## src/rtl/load_store_unit.sv

```systemverilog
// Multi-cycle RV32I load/store unit: splits misaligned accesses into two word
// beats on a variable-latency bus, steers lanes and extends load results.
module load_store_unit #(
    parameter int unsigned MAX_WAIT = 255
) (
    input  logic        clk,
    input  logic        reset,
    input  logic        start,
    input  logic        mem_write,
    input  logic [1:0]  store,
    input  logic [2:0]  load,
    input  logic [31:0] addr,
    input  logic [31:0] wdata,
    output logic        busy,
    output logic        done,
    output logic [31:0] rdata,
    output logic        err,
    output logic        bus_req,
    output logic        bus_we,
    output logic [31:0] bus_addr,
    output logic [3:0]  bus_be,
    output logic [31:0] bus_wdata,
    input  logic        bus_ack,
    input  logic [31:0] bus_rdata
);
    localparam int unsigned CNT_W = 8;

    typedef enum logic [1:0] {IDLE, BEAT0, BEAT1, DONE} state_t;

    state_t      state, state_n;
    logic [CNT_W-1:0] wait_cnt, wait_cnt_n;
    logic        we_q, we_n, sext_q, sext_n, split_q, split_n;
    logic [2:0]  size_q, size_n;
    logic [1:0]  off_q, off_n;
    logic [3:0]  be1_q, be1_n;
    logic [31:0] wd1_q, wd1_n, raw0_q, raw0_n;
    logic        done_n, err_n, bus_req_n, bus_we_n;
    logic [31:0] rdata_n, bus_addr_n, bus_wdata_n;
    logic [3:0]  bus_be_n;

    logic [2:0]  acc_size;
    logic        acc_sext, acc_split;
    logic [3:0]  acc_mask;
    logic [7:0]  be_wide;
    logic [63:0] wd_wide;

    // Right-align the byte pair, keep the access size, then extend.
    function automatic logic [31:0] extend(input logic [63:0] pair, input logic [1:0] off,
                                           input logic [2:0] size, input logic sext);
        logic [31:0] raw;
        raw = 32'(pair >> {off, 3'b000});
        case (size)
            3'd1:    return sext ? {{24{raw[7]}}, raw[7:0]} : {24'd0, raw[7:0]};
            3'd2:    return sext ? {{16{raw[15]}}, raw[15:0]} : {16'd0, raw[15:0]};
            default: return raw;
        endcase
    endfunction

    // Request decode; the upper halves of the widened lane vectors form beat 1.
    always_comb begin
        acc_size = 3'd4;
        acc_sext = 1'b0;
        if (mem_write) begin
            case (store)
                2'b00:   acc_size = 3'd1;
                2'b01:   acc_size = 3'd2;
                default: acc_size = 3'd4;
            endcase
        end else begin
            case (load)
                3'b000:  begin acc_size = 3'd1; acc_sext = 1'b1; end
                3'b001:  begin acc_size = 3'd2; acc_sext = 1'b1; end
                3'b100:  acc_size = 3'd1;
                3'b101:  acc_size = 3'd2;
                default: acc_size = 3'd4;
            endcase
        end
        case (acc_size)
            3'd1:    acc_mask = 4'b0001;
            3'd2:    acc_mask = 4'b0011;
            default: acc_mask = 4'b1111;
        endcase
        acc_split = (3'(addr[1:0]) + acc_size) > 3'd4;
        be_wide   = 8'(acc_mask) << addr[1:0];
        wd_wide   = 64'(wdata) << {addr[1:0], 3'b000};
    end

    always_comb begin
        state_n     = state;
        wait_cnt_n  = wait_cnt;
        we_n        = we_q;
        sext_n      = sext_q;
        split_n     = split_q;
        size_n      = size_q;
        off_n       = off_q;
        be1_n       = be1_q;
        wd1_n       = wd1_q;
        raw0_n      = raw0_q;
        done_n      = 1'b0;
        err_n       = 1'b0;
        rdata_n     = 32'd0;
        bus_req_n   = bus_req;
        bus_we_n    = bus_we;
        bus_addr_n  = bus_addr;
        bus_be_n    = bus_be;
        bus_wdata_n = bus_wdata;
        case (state)
            IDLE: begin
                if (start) begin
                    state_n     = BEAT0;
                    wait_cnt_n  = '0;
                    we_n        = mem_write;
                    sext_n      = acc_sext;
                    split_n     = acc_split;
                    size_n      = acc_size;
                    off_n       = addr[1:0];
                    be1_n       = be_wide[7:4];
                    wd1_n       = wd_wide[63:32];
                    bus_req_n   = 1'b1;
                    bus_we_n    = mem_write;
                    bus_addr_n  = {addr[31:2], 2'b00};
                    bus_be_n    = be_wide[3:0];
                    bus_wdata_n = wd_wide[31:0];
                end
            end
            BEAT0, BEAT1: begin
                if (bus_ack && state == BEAT0 && split_q) begin
                    state_n     = BEAT1;
                    wait_cnt_n  = '0;
                    raw0_n      = bus_rdata;
                    bus_addr_n  = bus_addr + 32'd4;
                    bus_be_n    = be1_q;
                    bus_wdata_n = wd1_q;
                end else if (bus_ack || 32'(wait_cnt) == MAX_WAIT - 1) begin
                    state_n     = DONE;
                    done_n      = 1'b1;
                    err_n       = !bus_ack;
                    bus_req_n   = 1'b0;
                    bus_we_n    = 1'b0;
                    bus_addr_n  = 32'd0;
                    bus_be_n    = 4'd0;
                    bus_wdata_n = 32'd0;
                    if (bus_ack && !we_q) begin
                        rdata_n = extend((state == BEAT1) ? {bus_rdata, raw0_q} : {32'd0, bus_rdata},
                                         off_q, size_q, sext_q);
                    end
                end else begin
                    wait_cnt_n = wait_cnt + CNT_W'(1);
                end
            end
            default: state_n = IDLE;
        endcase
    end

    always_ff @(posedge clk) begin
        if (!reset) begin
            state     <= IDLE;
            wait_cnt  <= '0;
            we_q      <= 1'b0;
            sext_q    <= 1'b0;
            split_q   <= 1'b0;
            size_q    <= 3'd0;
            off_q     <= 2'd0;
            be1_q     <= 4'd0;
            wd1_q     <= 32'd0;
            raw0_q    <= 32'd0;
            done      <= 1'b0;
            err       <= 1'b0;
            rdata     <= 32'd0;
            bus_req   <= 1'b0;
            bus_we    <= 1'b0;
            bus_addr  <= 32'd0;
            bus_be    <= 4'd0;
            bus_wdata <= 32'd0;
        end else begin
            state     <= state_n;
            wait_cnt  <= wait_cnt_n;
            we_q      <= we_n;
            sext_q    <= sext_n;
            split_q   <= split_n;
            size_q    <= size_n;
            off_q     <= off_n;
            be1_q     <= be1_n;
            wd1_q     <= wd1_n;
            raw0_q    <= raw0_n;
            done      <= done_n;
            err       <= err_n;
            rdata     <= rdata_n;
            bus_req   <= bus_req_n;
            bus_we    <= bus_we_n;
            bus_addr  <= bus_addr_n;
            bus_be    <= bus_be_n;
            bus_wdata <= bus_wdata_n;
        end
    end

    // Stall combinationally in the request cycle so the core holds its operands.
    assign busy = (state == IDLE && start) || state == BEAT0 || state == BEAT1;

endmodule

```

## config.mk

```make
export PLATFORM = sky130hd
export DESIGN_NAME = load_store_unit
export DESIGN_NICKNAME = d
export VERILOG_FILES = /design/src/rtl/load_store_unit.sv
export SDC_FILE = /design/constraint.sdc
export NUM_CORES = 1
export LEC_CHECK = 0
export ABC_AREA = 0
export CAP_MARGIN = 20
export CELL_PAD_IN_SITES_DETAIL_PLACEMENT = 1
export CELL_PAD_IN_SITES_GLOBAL_PLACEMENT = 1
export CORE_MARGIN = 5
export CORE_UTILIZATION = 34
export DETAILED_ROUTE_END_ITERATION = 10
export PLACE_DENSITY = 0.75
export SYNTH_ARGS = -nofsm -noshare
export SYNTH_HDL_FRONTEND = slang
export SYNTH_SLANG_ARGS = --single-unit
```

## constraint.sdc

```tcl
create_clock -name clk -period 2 [get_ports clk]
set_clock_uncertainty 0.1 [all_clocks]
set_input_delay 0.4 -clock clk [delete_from_list [all_inputs] [get_ports clk]]
set_output_delay 0.4 -clock clk [all_outputs]
set_load 0.03 [all_outputs]
```

# After elaboration in Yosys (flattened, before gate mapping)
# Cells that the tools add are included.
[classes]
muxes = 36
add_sub_neg = 3
n_shift = 3
bitwise_logic = 4
reduce_logical = 26
magnitude_cmp = 1
n_eq_ne = 16
[ops]
columns = ["cell", "n"]
rows = [
  ["32-bit 2-to-1 mux", 7],
  ["32-bit one-hot mux with 2 select lines", 3],
  ["64-bit 2-to-1 mux", 1],
  ["32-bit by 5-bit << shifter with 64-bit output", 1],
  ["64-bit by 5-bit right shift with 32-bit output", 1],
  ["32-bit by 3-bit adder with 32-bit output (second input constant)", 1],
  ["8-bit 2-to-1 mux", 3],
  ["4-bit one-hot mux with 2 select lines", 2],
  ["8-bit one-hot mux with 2 select lines", 1],
  ["4-bit 2-to-1 mux", 3],
  ["3-bit one-hot mux with 2 select lines", 2],
  ["3-bit by 1-bit == test with 1-bit output (second input constant)", 3],
  ["8-bit by 1-bit adder with 8-bit output (second input constant)", 1],
  ["8-bit == test (second input constant)", 1],
  ["2-bit OR reduction", 4],
  ["4-bit by 2-bit << shifter with 8-bit output", 1],
  ["1-bit 2-to-1 mux", 7],
  ["3-bit by 2-bit == test with 1-bit output (second input constant)", 2],
  ["3-bit == test (second input constant)", 2],
  ["2-bit 2-to-1 mux", 3],
  ["2-bit inequality test (second input constant)", 3],
  ["3-bit inequality test (second input constant)", 2],
  ["2-bit AND reduction", 3],
  ["3-bit AND reduction", 2],
  ["other kinds (18)", 30],
]
[word_totals]
inputBits = 106
wordCells = 107
output_inout_bits = 105
ff_bits = 190

# Logic depth before layout (Yosys ltp)
# Gate-level depths: netlist of run 1.
[logic_depth]
ltp_word = 9
depth_mapped = 10
depth_no_buf = 7

# Least setup slack after synthesis of run 1
# Ideal clock, no wire load.
[synth_path]
path_type = "register to register"
startpoint = "register bus_addr[2]"
endpoint = "register bus_addr[28]"
slack_ps = -263
n_path_buf = 1
required_time_ps = 1842
synth_period_minus_slack_ps = 2263
arrival_time_ps = 2104
stages_incl_launch_ff = 8
setup_time_ps = 58
path_cell_list = "dfxtp_1 -> ha_1 -> and4_1 -> buf_2 -> nand4_1 -> or3_1 -> o41ai_2 -> o21a_1"
[synth_between]
elab_chain_cells = 3
[synth_lines]
columns = ["element", "line", "source"]
rows = [
  ["from (decl)", "20", "output logic [31:0] bus_addr,"],
  ["from (signal assigned)", "191", "bus_addr <= bus_addr_n;"],
  ["32-bit by 3-bit adder with 32-bit output", "131", "bus_addr_n = bus_addr + 32'd4;"],
  ["32-bit 2-to-1 mux", "127", "if (bus_ack && state == BEAT0 && split_q) begin"],
  ["32-bit one-hot mux with 2 select lines", "107", "case (state)"],
]
# Every way passes these cells.
# A chain may end at the register's enable or synchronous reset.

# Worst setup path in the final report of run 1
[layout_path]
startpoint = "register state[0]"
endpoint = "register rdata[31]"
[layout_between]
elab_chain_cells = 5
elab_cells_between_ends = 12
classes_between = "eq/ne: 2; shift: 1; mux: 4; bitwise: 1; reduce/logical: 4"
[layout_lines]
columns = ["element", "line", "source"]
rows = [
  ["from (decl)", "30", "state_t state, state_n;"],
  ["from (signal assigned)", "176", "state <= state_n;"],
  ["2-bit == test", "107, 144", ""],
  ["64-bit 2-to-1 mux", "144", "rdata_n = extend((state == BEAT1) ? {bus_rdata, raw0_q} : {32'd0, bus_rdata},"],
  ["64-bit by 5-bit right shift with 32-bit output", "51", "raw = 32'(pair >> {off, 3'b000});"],
  ["32-bit 2-to-1 mux (on tied branches)", "54, 53", ""],
  ["32-bit one-hot mux with 2 select lines", "52", "case (size)"],
  ["to (signal assigned)", "188", "rdata <= rdata_n;"],
  ["to (decl)", "16", "output logic [31:0] rdata,"],
]
# Parallel ways exist; a longest one is shown, timed or not.

==> out/metrics.json, run 1 <==
{
  "floorplan": {
    "die_ar_um2": 31500,
    "die_w_um": 177,
    "y_dimension_of_the_die_um": 177,
    "fp-row-count": 61,
    "io_pins": 211,
    "initial_core_util": 0.344,
    "core_area_um2": 27700
  },
  "finish": {
    "combined_area_of_the_multi_input_logic_cells_um2": 6320,
    "area_growth_pct": 61.4,
    "finish.net_count": 1600,
    "layout.area.seq_um2": 3630,
    "fill_cells": 3108,
    "drive_above_1_share": 0.326,
    "final_core_util": 0.555
  },
  "timing": {
    "final.setup.worst_slack_ps": -221,
    "min_period_ps": 2220,
    "worstMarginPinSlew_ps": 794,
    "hold_violations": 0,
    "max-slew-margin-rel": 0.470,
    "max_freq_ghz": 0.450,
    "report.final.slew_viol_count": 0,
    "share_of_the_clock_period_used_by_the_worst_path": 1.11,
    "rsz0062_at_grt": "yes",
    "setup-tns-final_ps": -5930,
    "timing.hold.ws_ps": 365,
    "report.final.setup_viol": 53
  },
  "synthesis": {
    "ys_seq_area_frac": 0.376,
    "synthTopCellsByArea": "sky130_fd_sc_hd__dfxtp_1 (38%), sky130_fd_sc_hd__nand2_1 (5.3%), sky130_fd_sc_hd__mux2i_1 (4.5%)",
    "yosysWarnings": 0,
    "synth_seq_cells": 179,
    "syn-mean-instance-area_um2": 8.51,
    "mappedNetlistArea_um2": 9530,
    "edff_count_synth": 0,
    "asyncSetResetFlopFracSynth": 0,
    "synth_top_cell_area_share": 0.376,
    "yosysTopAreaCell": "sky130_fd_sc_hd__dfxtp_1",
    "post_synth_inst_count": 1121,
    "dominantRegCellSynth": "sky130_fd_sc_hd__dfxtp_1",
    "synth.distinct_cells": 74
  },
  "setup_path": {
    "cp-end-kind": "flop",
    "crit_type": "flop to flop",
    "critical_path_required_ps": 2170,
    "slowest_delay_ps": 550,
    "crit_fanout": 8,
    "critical_path_startpoint_category": "flop",
    "path_cells": "inv_4, ha_4, mux2_4, mux4_2, nand2_2, a21o_4, o21ai_1",
    "r2r.worst_path.cells": 7,
    "timing.critical_path.from": "state[0]$_SDFFE_PN0P_",
    "worst_r2r_endpoint": "rdata[31]$_SDFF_PP0_",
    "reg2reg_setup_slack_ps": -220,
    "worst_path_max_delay_cell": "sky130_fd_sc_hd__mux4_2",
    "r2r_start": "state[0]$_SDFFE_PN0P_",
    "cp.arrival_ps": 2390,
    "crit_path_end": "rdata[31]$_SDFF_PP0_"
  },
  "status": {
    "run_status": "finished, violations left",
    "violated_checks": "negative setup slack"
  },
  "drt": {
    "antenna_violating_nets_post_route": 0,
    "viasPerCell": 5.60,
    "drt_iter0_markers": 711,
    "detail_route.drc_violations": 0,
    "drt-wirelength-per-cell_um": 22.1,
    "detailroute.via_count": 10517,
    "detail_route.first_pass.iterations": 5,
    "drt-total-wl_mm": 41.5
  },
  "placed_design": {
    "globalplace.congestion": 0.871,
    "portBuffers": 208,
    "post-dp-hpwl_mm": 27.5
  },
  "clocking": {
    "cts-buffers-inserted": 17,
    "clkTransAtPathRegs_ps": 70,
    "clock_path_buffers": 2,
    "cts.sinks": 179,
    "clkLatencyLatePin_ps": 430,
    "cts.hold.buffers_added": 0,
    "clockRootBuffer": "sky130_fd_sc_hd__clkbuf_16",
    "cts_htree_levels": 4,
    "clock_tree_from_tritoncts": "yes"
  },
  "global_routing": {
    "grt_use_total": 0.238,
    "grt_first_pass_wirelength_mm": 59.6,
    "grt_start_max_net_pins": 66,
    "grt-ovfl-total": 0,
    "initial_antenna_violation_count": 2,
    "vias_in_the_first_global_route": 10797
  },
  "min_path": {
    "hold_path.class": "flop to flop"
  },
  "pwr": {
    "power.ir.vdd_worst_v": 0.000743,
    "cellPowerDensity_nw_per_um2": 1240,
    "leakage_nw": 6.30
  },
  "flow_run": {
    "max_cap_violations": 0
  }
}
[layout by cell type, fill, tap and decap left out, types with 10 or more instances in the layout]
master	instances
sky130_fd_sc_hd__o21ai_1	25
sky130_fd_sc_hd__a21boi_0	37
sky130_fd_sc_hd__dfxtp_2	13
sky130_fd_sc_hd__a221oi_2	11
sky130_fd_sc_hd__nand3_1	14
sky130_fd_sc_hd__nor2b_1	35
sky130_fd_sc_hd__o21ai_0	30
sky130_fd_sc_hd__clkdlybuf4s50_1	133
sky130_fd_sc_hd__mux2_2	34
sky130_fd_sc_hd__o21ai_2	15
sky130_fd_sc_hd__nor2_2	17
sky130_fd_sc_hd__nor3b_2	17
sky130_fd_sc_hd__nand2_1	126
sky130_fd_sc_hd__clkbuf_16	22
sky130_fd_sc_hd__nor2_1	74
sky130_fd_sc_hd__buf_6	26
sky130_fd_sc_hd__a211oi_1	11
sky130_fd_sc_hd__a21boi_1	18
sky130_fd_sc_hd__dlygate4sd2_1	53
sky130_fd_sc_hd__inv_1	11
sky130_fd_sc_hd__a221oi_1	12
sky130_fd_sc_hd__o211a_1	12
sky130_fd_sc_hd__and2_1	10
sky130_fd_sc_hd__nand4_1	11
sky130_fd_sc_hd__nor3b_1	11
sky130_fd_sc_hd__buf_4	178
sky130_fd_sc_hd__a21oi_1	41
sky130_fd_sc_hd__dfxtp_1	157
sky130_fd_sc_hd__dlymetal6s2s_1	20
sky130_fd_sc_hd__buf_12	17
sky130_fd_sc_hd__mux2i_1	37
sky130_fd_sc_hd__a22oi_1	20
[critical path, delay by kind of cell, from the launching register on]
kind	cells	cell delay (ps)
and+or+nand+nor	1	140
buffers and inverters	1	70
AOI/OAI and AO/OA	2	280
muxes	2	880
DFF	1	340
adders and majority gates	1	240
[Yosys cell counts, types with 12 or more instances]
library cell / instances
sky130_fd_sc_hd__a21boi_0: 57
sky130_fd_sc_hd__a21oi_1: 50
sky130_fd_sc_hd__a221oi_1: 25
sky130_fd_sc_hd__a22oi_1: 21
sky130_fd_sc_hd__and2_1: 12
sky130_fd_sc_hd__buf_2: 24
sky130_fd_sc_hd__clkbuf_1: 58
sky130_fd_sc_hd__dfxtp_1: 179
sky130_fd_sc_hd__inv_1: 14
sky130_fd_sc_hd__mux2_2: 38
sky130_fd_sc_hd__mux2i_1: 43
sky130_fd_sc_hd__nand2_1: 135
sky130_fd_sc_hd__nand3_1: 17
sky130_fd_sc_hd__nor2_1: 94
sky130_fd_sc_hd__nor2b_1: 36
sky130_fd_sc_hd__nor3b_1: 28
sky130_fd_sc_hd__o211a_1: 12
sky130_fd_sc_hd__o21ai_0: 70
[per-layer routing]
layer  vias up  track usage  share of wire
li1       4817            -              -
met1      5265        0.295           0.41
met2       367        0.416           0.50
met3        66       0.0450          0.058
met4         2       0.0761          0.028
met5         -            0        0.00039
[worst min-delay path by stage]
stage	from	endpoint	slack [ps]	cells after the start
final	raw0_q[24]$_SDFFE_PN0P_	raw0_q[24]$_SDFFE_PN0P_	370	2
after global routing	bus_wdata[31]$_SDFFE_PN0P_	bus_wdata[31]$_SDFFE_PN0P_	380	2
after CTS	bus_wdata[31]$_SDFFE_PN0P_	bus_wdata[31]$_SDFFE_PN0P_	360	2
after detailed placement	bus_wdata[31]$_SDFFE_PN0P_	bus_wdata[31]$_SDFFE_PN0P_	350	2
after global placement	bus_wdata[31]$_SDFFE_PN0P_	bus_wdata[31]$_SDFFE_PN0P_	340	2
after floorplan	we_q$_SDFFE_PN0P_	we_q$_SDFFE_PN0P_	340	2
[cells by family (layout without fill, tap and decap cells)]
kind of cell | Yosys count | in the layout | synth area share
flops | 179 | 179 | 0.376
simple gates | 394 | 394 | 0.205
compound gates | 330 | 332 | 0.245
buf+inv | 114 | 488 | 0.0499
other cells | 1 | 3 | 0.000393
mux | 88 | 88 | 0.107
xor+xnor | 6 | 6 | 0.00551
fa+ha+maj | 9 | 9 | 0.0126
[state kept, by name, indices dropped and copies added (netlist names)]
signal and count:
rdata 32, bus_we 1, bus_be 4, be1_q 3
done 1, state 2, bus_addr 30, raw0_q 32
err 1, size_q 3, sext_q 1, wd1_q 24
off_q 2, we_q 1, wait_cnt 8, bus_wdata 32
bus_req 1, split_q 1
[power by group]
part / internal, mW / total [mW] / leakage [nW] / switching, mW
clock: 1.99 / 3.59 / 0.299 / 1.60
sequential: 4.31 / 4.95 / 1.47 / 0.633
combinational: 4.87 / 10.5 / 4.53 / 5.67
total: 11.2 / 19.1 / 6.30 / 7.90
[per-stage QoR]
stage,cells,total power [mW],worst slack [ps],area (µm²)
after global routing,1877,19.9,-272,15400
after CTS,1848,17.5,-215,14400
final,1877,19.1,-221,15400
after detailed placement,1801,13.3,-629,13400
after floorplan,1122,9.22,-122,9680
after global placement,1801,13.1,-576,13400
[final cells by class]
cell class,count,share of cell area
sequential,179,0.236
timing repair buffer,440,0.279
tap,378,0.0307
antenna,1,0.000163
clock inverter,15,0.0116
inverter,16,0.00423
clock buffer,17,0.0277
multi-input combinational,831,0.411
[what timing repair did]
action,CTS,global route
pin swaps,20,61
resized for setup,122,212
setup endpoints to repair,183,149
setup buffers,11,23
gates cloned,5,7
(Power assumes the default switching activity.)
==> run 2: changes to the inputs <==
--- a/config.mk
+++ b/config.mk
@@ -13,6 +13,7 @@
 export CORE_UTILIZATION = 34
 export DETAILED_ROUTE_END_ITERATION = 10
 export PLACE_DENSITY = 0.75
+export SETUP_SLACK_MARGIN = 0.15
 export SYNTH_ARGS = -nofsm -noshare
 export SYNTH_HDL_FRONTEND = slang
 export SYNTH_SLANG_ARGS = --single-unit
==> run 2 against run 1 <==
  * The flow still finishes with violations (negative setup slack)
  * Worst hold slack lost 17 ps
  * Clock power shrank 3%
  * Non-clock buffer count grew 11
  * Sequential cell count is the same
  * First-iteration DRC count grew 17%
  * Sequential power grew 3%
  * Combinational power grew 18%
  * Largest power group unchanged
  * Highest routed layer unchanged
==> out/metrics.json, run 2 (same netlist as run 1, synthesis figures left out) <==
{
  "floorplan": {
    "io_pins": {"value": 211, "change": "unchanged"},
    "die_ar": {"value": 31500, "unit": "µm²", "change": "unchanged"},
    "y_dimension_of_the_die": {"value": 177, "unit": "µm", "change": "unchanged"},
    "initial_core_util": {"value": 0.344, "change": "unchanged"},
    "core_area": {"value": 27700, "unit": "µm²", "change": "unchanged"},
    "die_w": {"value": 177, "unit": "µm", "change": "unchanged"},
    "fp-row-count": {"value": 61, "change": "unchanged"}
  },
  "global_routing": {
    "initial_antenna_violation_count": {"value": 3, "change": "was 2"},
    "vias_in_the_first_global_route": {"value": 11537, "change": "was 10797"},
    "grt-ovfl-total": {"value": 0, "change": "unchanged"},
    "grt_first_pass_wirelength": {"value": 67.2, "unit": "mm", "change": "was 59.6 mm"},
    "grt_start_max_net_pins": {"value": 58, "change": "was 66"},
    "grt_use_total": {"value": 0.273, "change": "was 0.238"}
  },
  "setup_path": {
    "cp.arrival": {"value": 2420, "unit": "ps", "change": "was 2390 ps"},
    "critical_path_required": {"value": 2200, "unit": "ps", "change": "was 2170 ps"},
    "crit_type": {"value": "flop to flop", "change": "unchanged"},
    "slowest_delay": {"value": 550, "unit": "ps", "change": "about the same"},
    "critical_path_startpoint_category": {"value": "flop", "change": "unchanged"},
    "crit_fanout": {"value": 8, "change": "unchanged"},
    "cp-end-kind": {"value": "flop", "change": "unchanged"},
    "cp_num_buf_inv": {"value": 1, "change": "unchanged"},
    "worst_path_max_delay_cell": {"value": "sky130_fd_sc_hd__mux4_2", "change": "unchanged"},
    "critPathTopFamily": {"value": "multiplexers", "change": "unchanged"},
    "path_cells": {"value": "inv_4, ha_4, mux2_4, mux4_2, nand4_4, a21o_4, o21ai_1", "change": "was inv_4, ha_4, mux2_4, mux4_2, nand2_2, a21o_4, o21ai_1"}
  },
  "clocking": {
    "clkLatencyLatePin": {"value": 440, "unit": "ps", "change": "was 430 ps"},
    "cts_htree_levels": {"value": 4, "change": "unchanged"},
    "clock_path_buffers": {"value": 2, "change": "unchanged"},
    "clkTransAtPathRegs": {"value": 80, "unit": "ps", "change": "was 70 ps"},
    "cts-buffers-inserted": {"value": 17, "change": "unchanged"},
    "clock_tree_from_tritoncts": {"value": "yes", "change": "unchanged"},
    "clockRootBuffer": {"value": "sky130_fd_sc_hd__clkbuf_16", "change": "unchanged"},
    "cts.hold.buffers_added": {"value": 0, "change": "unchanged"},
    "cts.sinks": {"value": 179, "change": "unchanged"}
  },
  "timing": {
    "share_of_the_clock_period_used_by_the_worst_path": {"value": 1.11, "change": "about the same"},
    "hold_violations": {"value": 0, "change": "unchanged"},
    "final.setup.worst_slack": {"value": -229, "unit": "ps", "change": "was -221 ps"},
    "max_freq": {"value": 0.449, "unit": "GHz", "change": "was 0.450 GHz"},
    "report.final.slew_viol_count": {"value": 0, "change": "unchanged"},
    "max-slew-margin-rel": {"value": 0.491, "change": "was 0.470"},
    "min_period": {"value": 2230, "unit": "ps", "change": "was 2220 ps"},
    "worstMarginPinSlew": {"value": 762, "unit": "ps", "change": "was 794 ps"},
    "rsz0062_at_grt": {"value": "yes", "change": "unchanged"},
    "timing.hold.ws": {"value": 348, "unit": "ps", "change": "was 365 ps"},
    "report.final.setup_viol": {"value": 96, "change": "was 53"}
  },
  "placed_design": {
    "post-place-ws": {"value": -451, "unit": "ps", "change": "was -629 ps"},
    "portBuffers": {"value": 208, "change": "unchanged"},
    "dpl-instance-area": {"value": 13300, "unit": "µm²", "change": "was 13400 µm²"},
    "post-place-cells": {"value": 1769, "change": "was 1801"},
    "globalplace.congestion": {"value": 0.902, "change": "was 0.871"},
    "post-dp-hpwl": {"value": 27.4, "unit": "mm", "change": "was 27.5 mm"}
  },
  "drt": {
    "drt_iter0_markers": {"value": 833, "change": "was 711"},
    "drt-wirelength-per-cell": {"value": 25.2, "unit": "µm", "change": "was 22.1 µm"},
    "drt-total-wl": {"value": 47.6, "unit": "mm", "change": "was 41.5 mm"},
    "viasPerCell": {"value": 5.83, "change": "was 5.60"},
    "detail_route.drc_violations": {"value": 0, "change": "unchanged"},
    "detailroute.via_count": {"value": 10999, "change": "was 10517"},
    "detail_route.first_pass.iterations": {"value": 5, "change": "unchanged"},
    "antenna_violating_nets_post_route": {"value": 0, "change": "unchanged"}
  },
  "finish": {
    "final_cell_count_no_fill": {"value": 1886, "change": "was 1877"},
    "drive_above_1_share": {"value": 0.395, "change": "was 0.326"},
    "fill_cells": {"value": 2948, "change": "was 3108"},
    "largestRegisters": {"value": "bus_wdata (32), raw0_q (32), rdata (32)", "change": "unchanged"},
    "finish.net_count": {"value": 1610, "change": "was 1600"},
    "finalInstanceArea": {"value": 16700, "unit": "µm²", "change": "was 15400 µm²"},
    "layout_commonest_cell": {"value": "sky130_fd_sc_hd__dfxtp_1", "change": "was sky130_fd_sc_hd__buf_4"},
    "area_growth": {"value": 75.1, "unit": "%", "change": "was 61.4%"},
    "mostFrequentLayoutCells": {"value": "sky130_fd_sc_hd__dfxtp_1 (155), sky130_fd_sc_hd__buf_4 (142), sky130_fd_sc_hd__clkdlybuf4s50_1 (97)", "change": "was sky130_fd_sc_hd__buf_4 (178), sky130_fd_sc_hd__dfxtp_1 (157), sky130_fd_sc_hd__clkdlybuf4s50_1 (133)"}
  },
  "status": {
    "violated_checks": {"value": "negative setup slack", "change": "unchanged"},
    "run_status": {"value": "finished, violations left", "change": "unchanged"}
  },
  "pwr": {
    "leakage": {"value": 6.78, "unit": "nW", "change": "was 6.30 nW"},
    "cellPowerDensity": {"value": 1260, "unit": "nW/µm²", "change": "was 1240 nW/µm²"},
    "power.ir.vdd_worst": {"value": 0.000743, "unit": "V", "change": "about the same"}
  },
  "flow_run": {
    "max_cap_violations": {"value": 0, "change": "unchanged"}
  },
  "min_path": {
    "hold_path.class": {"value": "input pin to flop", "change": "was flop to flop"}
  }
}
[run 2: cell types whose count changed in the layout (fill, tap and decap cells not counted), sizes merged]
cell           before  now
dlymetal6s2s       20    2
inv                19   18
clkbuf             22   30
buf               229  241
bufbuf              0    1
clkinv              8    3
clkdlybuf4s15       0    7
clkinvlp            1    4
bufinv              3    2
a21o                5    4
clkdlybuf4s50     133   97
dlygate4sd2        53   93
[run 2: path summary, 6_finish.rpt]
path / cells after the start / endpoint / startpoint / slack, ps
max: 7 / rdata[17]$_SDFF_PP0_ / state[0]$_SDFFE_PN0P_ / -230
min reg2reg: 2 / raw0_q[3]$_SDFFE_PN0P_ / raw0_q[3]$_SDFFE_PN0P_ / 350
max reg2reg: 7 / rdata[17]$_SDFF_PP0_ / state[0]$_SDFFE_PN0P_ / -230
min: 3 / state[1]$_SDFFE_PN0P_ / reset / 350
[run 2: metal layers]
metal,GRT usage,routed length [µm],up-vias,share of wire
met5,0,27,-,0.00057
met4,0.132,2560,4,0.054
met3,0.0594,3240,163,0.068
met2,0.474,23700,526,0.50
met1,0.319,18100,5452,0.38
li1,-,-,4854,-
[run 2: tightest hold or removal path: cells and delay by family]
kind	cells	cell delay (ps)
buffers and inverters	2	330
AOI/OAI and AO/OA	1	120
[run 2: where the power goes]
part           total (mW)  internal, mW  switching [mW]
logic                12.4          5.97            6.43
clock network        3.50          1.88            1.62
registers            5.10          4.33           0.772
total                21.0          12.2            8.82
[run 2: timing repair]
action / 4_1_cts / 5_1_grt
gates resized for setup: 416 / 206
endpoints found under the setup margin: 264 / 170
setup buffers: 44 / 19
endpoints found under the hold margin: 0 / 0
pin swaps: 98 / 86
gates cloned: 20 / 3
[run 2: metrics by stage]
step	power (mW)	TNS, ps	utilization
floorplan	9.60	-1370	-
global placement	13.0	-30410	0.481
detailed placement	13.1	-36950	0.481
CTS	19.5	-8330	0.565
global route	21.8	-17880	0.602
finish	21.0	-11820	0.602
[run 2: area by class of cell]
class	instances	area, µm²	area share
Clock buffer	20	447	0.0268
Multi-Input combinational cell	830	7120	0.426
Clock inverter	11	128	0.00765
Antenna cell	1	2.50	0.000150
Timing Repair Buffer	451	4800	0.288
Inverter	16	77.6	0.00465
Sequential cell	179	3650	0.218
Tap cell	378	473	0.0283
==> run 3: changes to the inputs <==
--- a/config.mk
+++ b/config.mk
@@ -14,6 +14,7 @@
 export DETAILED_ROUTE_END_ITERATION = 10
 export PLACE_DENSITY = 0.75
 export SETUP_SLACK_MARGIN = 0.15
+export SLEW_MARGIN = 30
 export SYNTH_ARGS = -nofsm -noshare
 export SYNTH_HDL_FRONTEND = slang
 export SYNTH_SLANG_ARGS = --single-unit
==> results of run 3 <==
Final layout, timing and power as in run 2 (identical DEF).
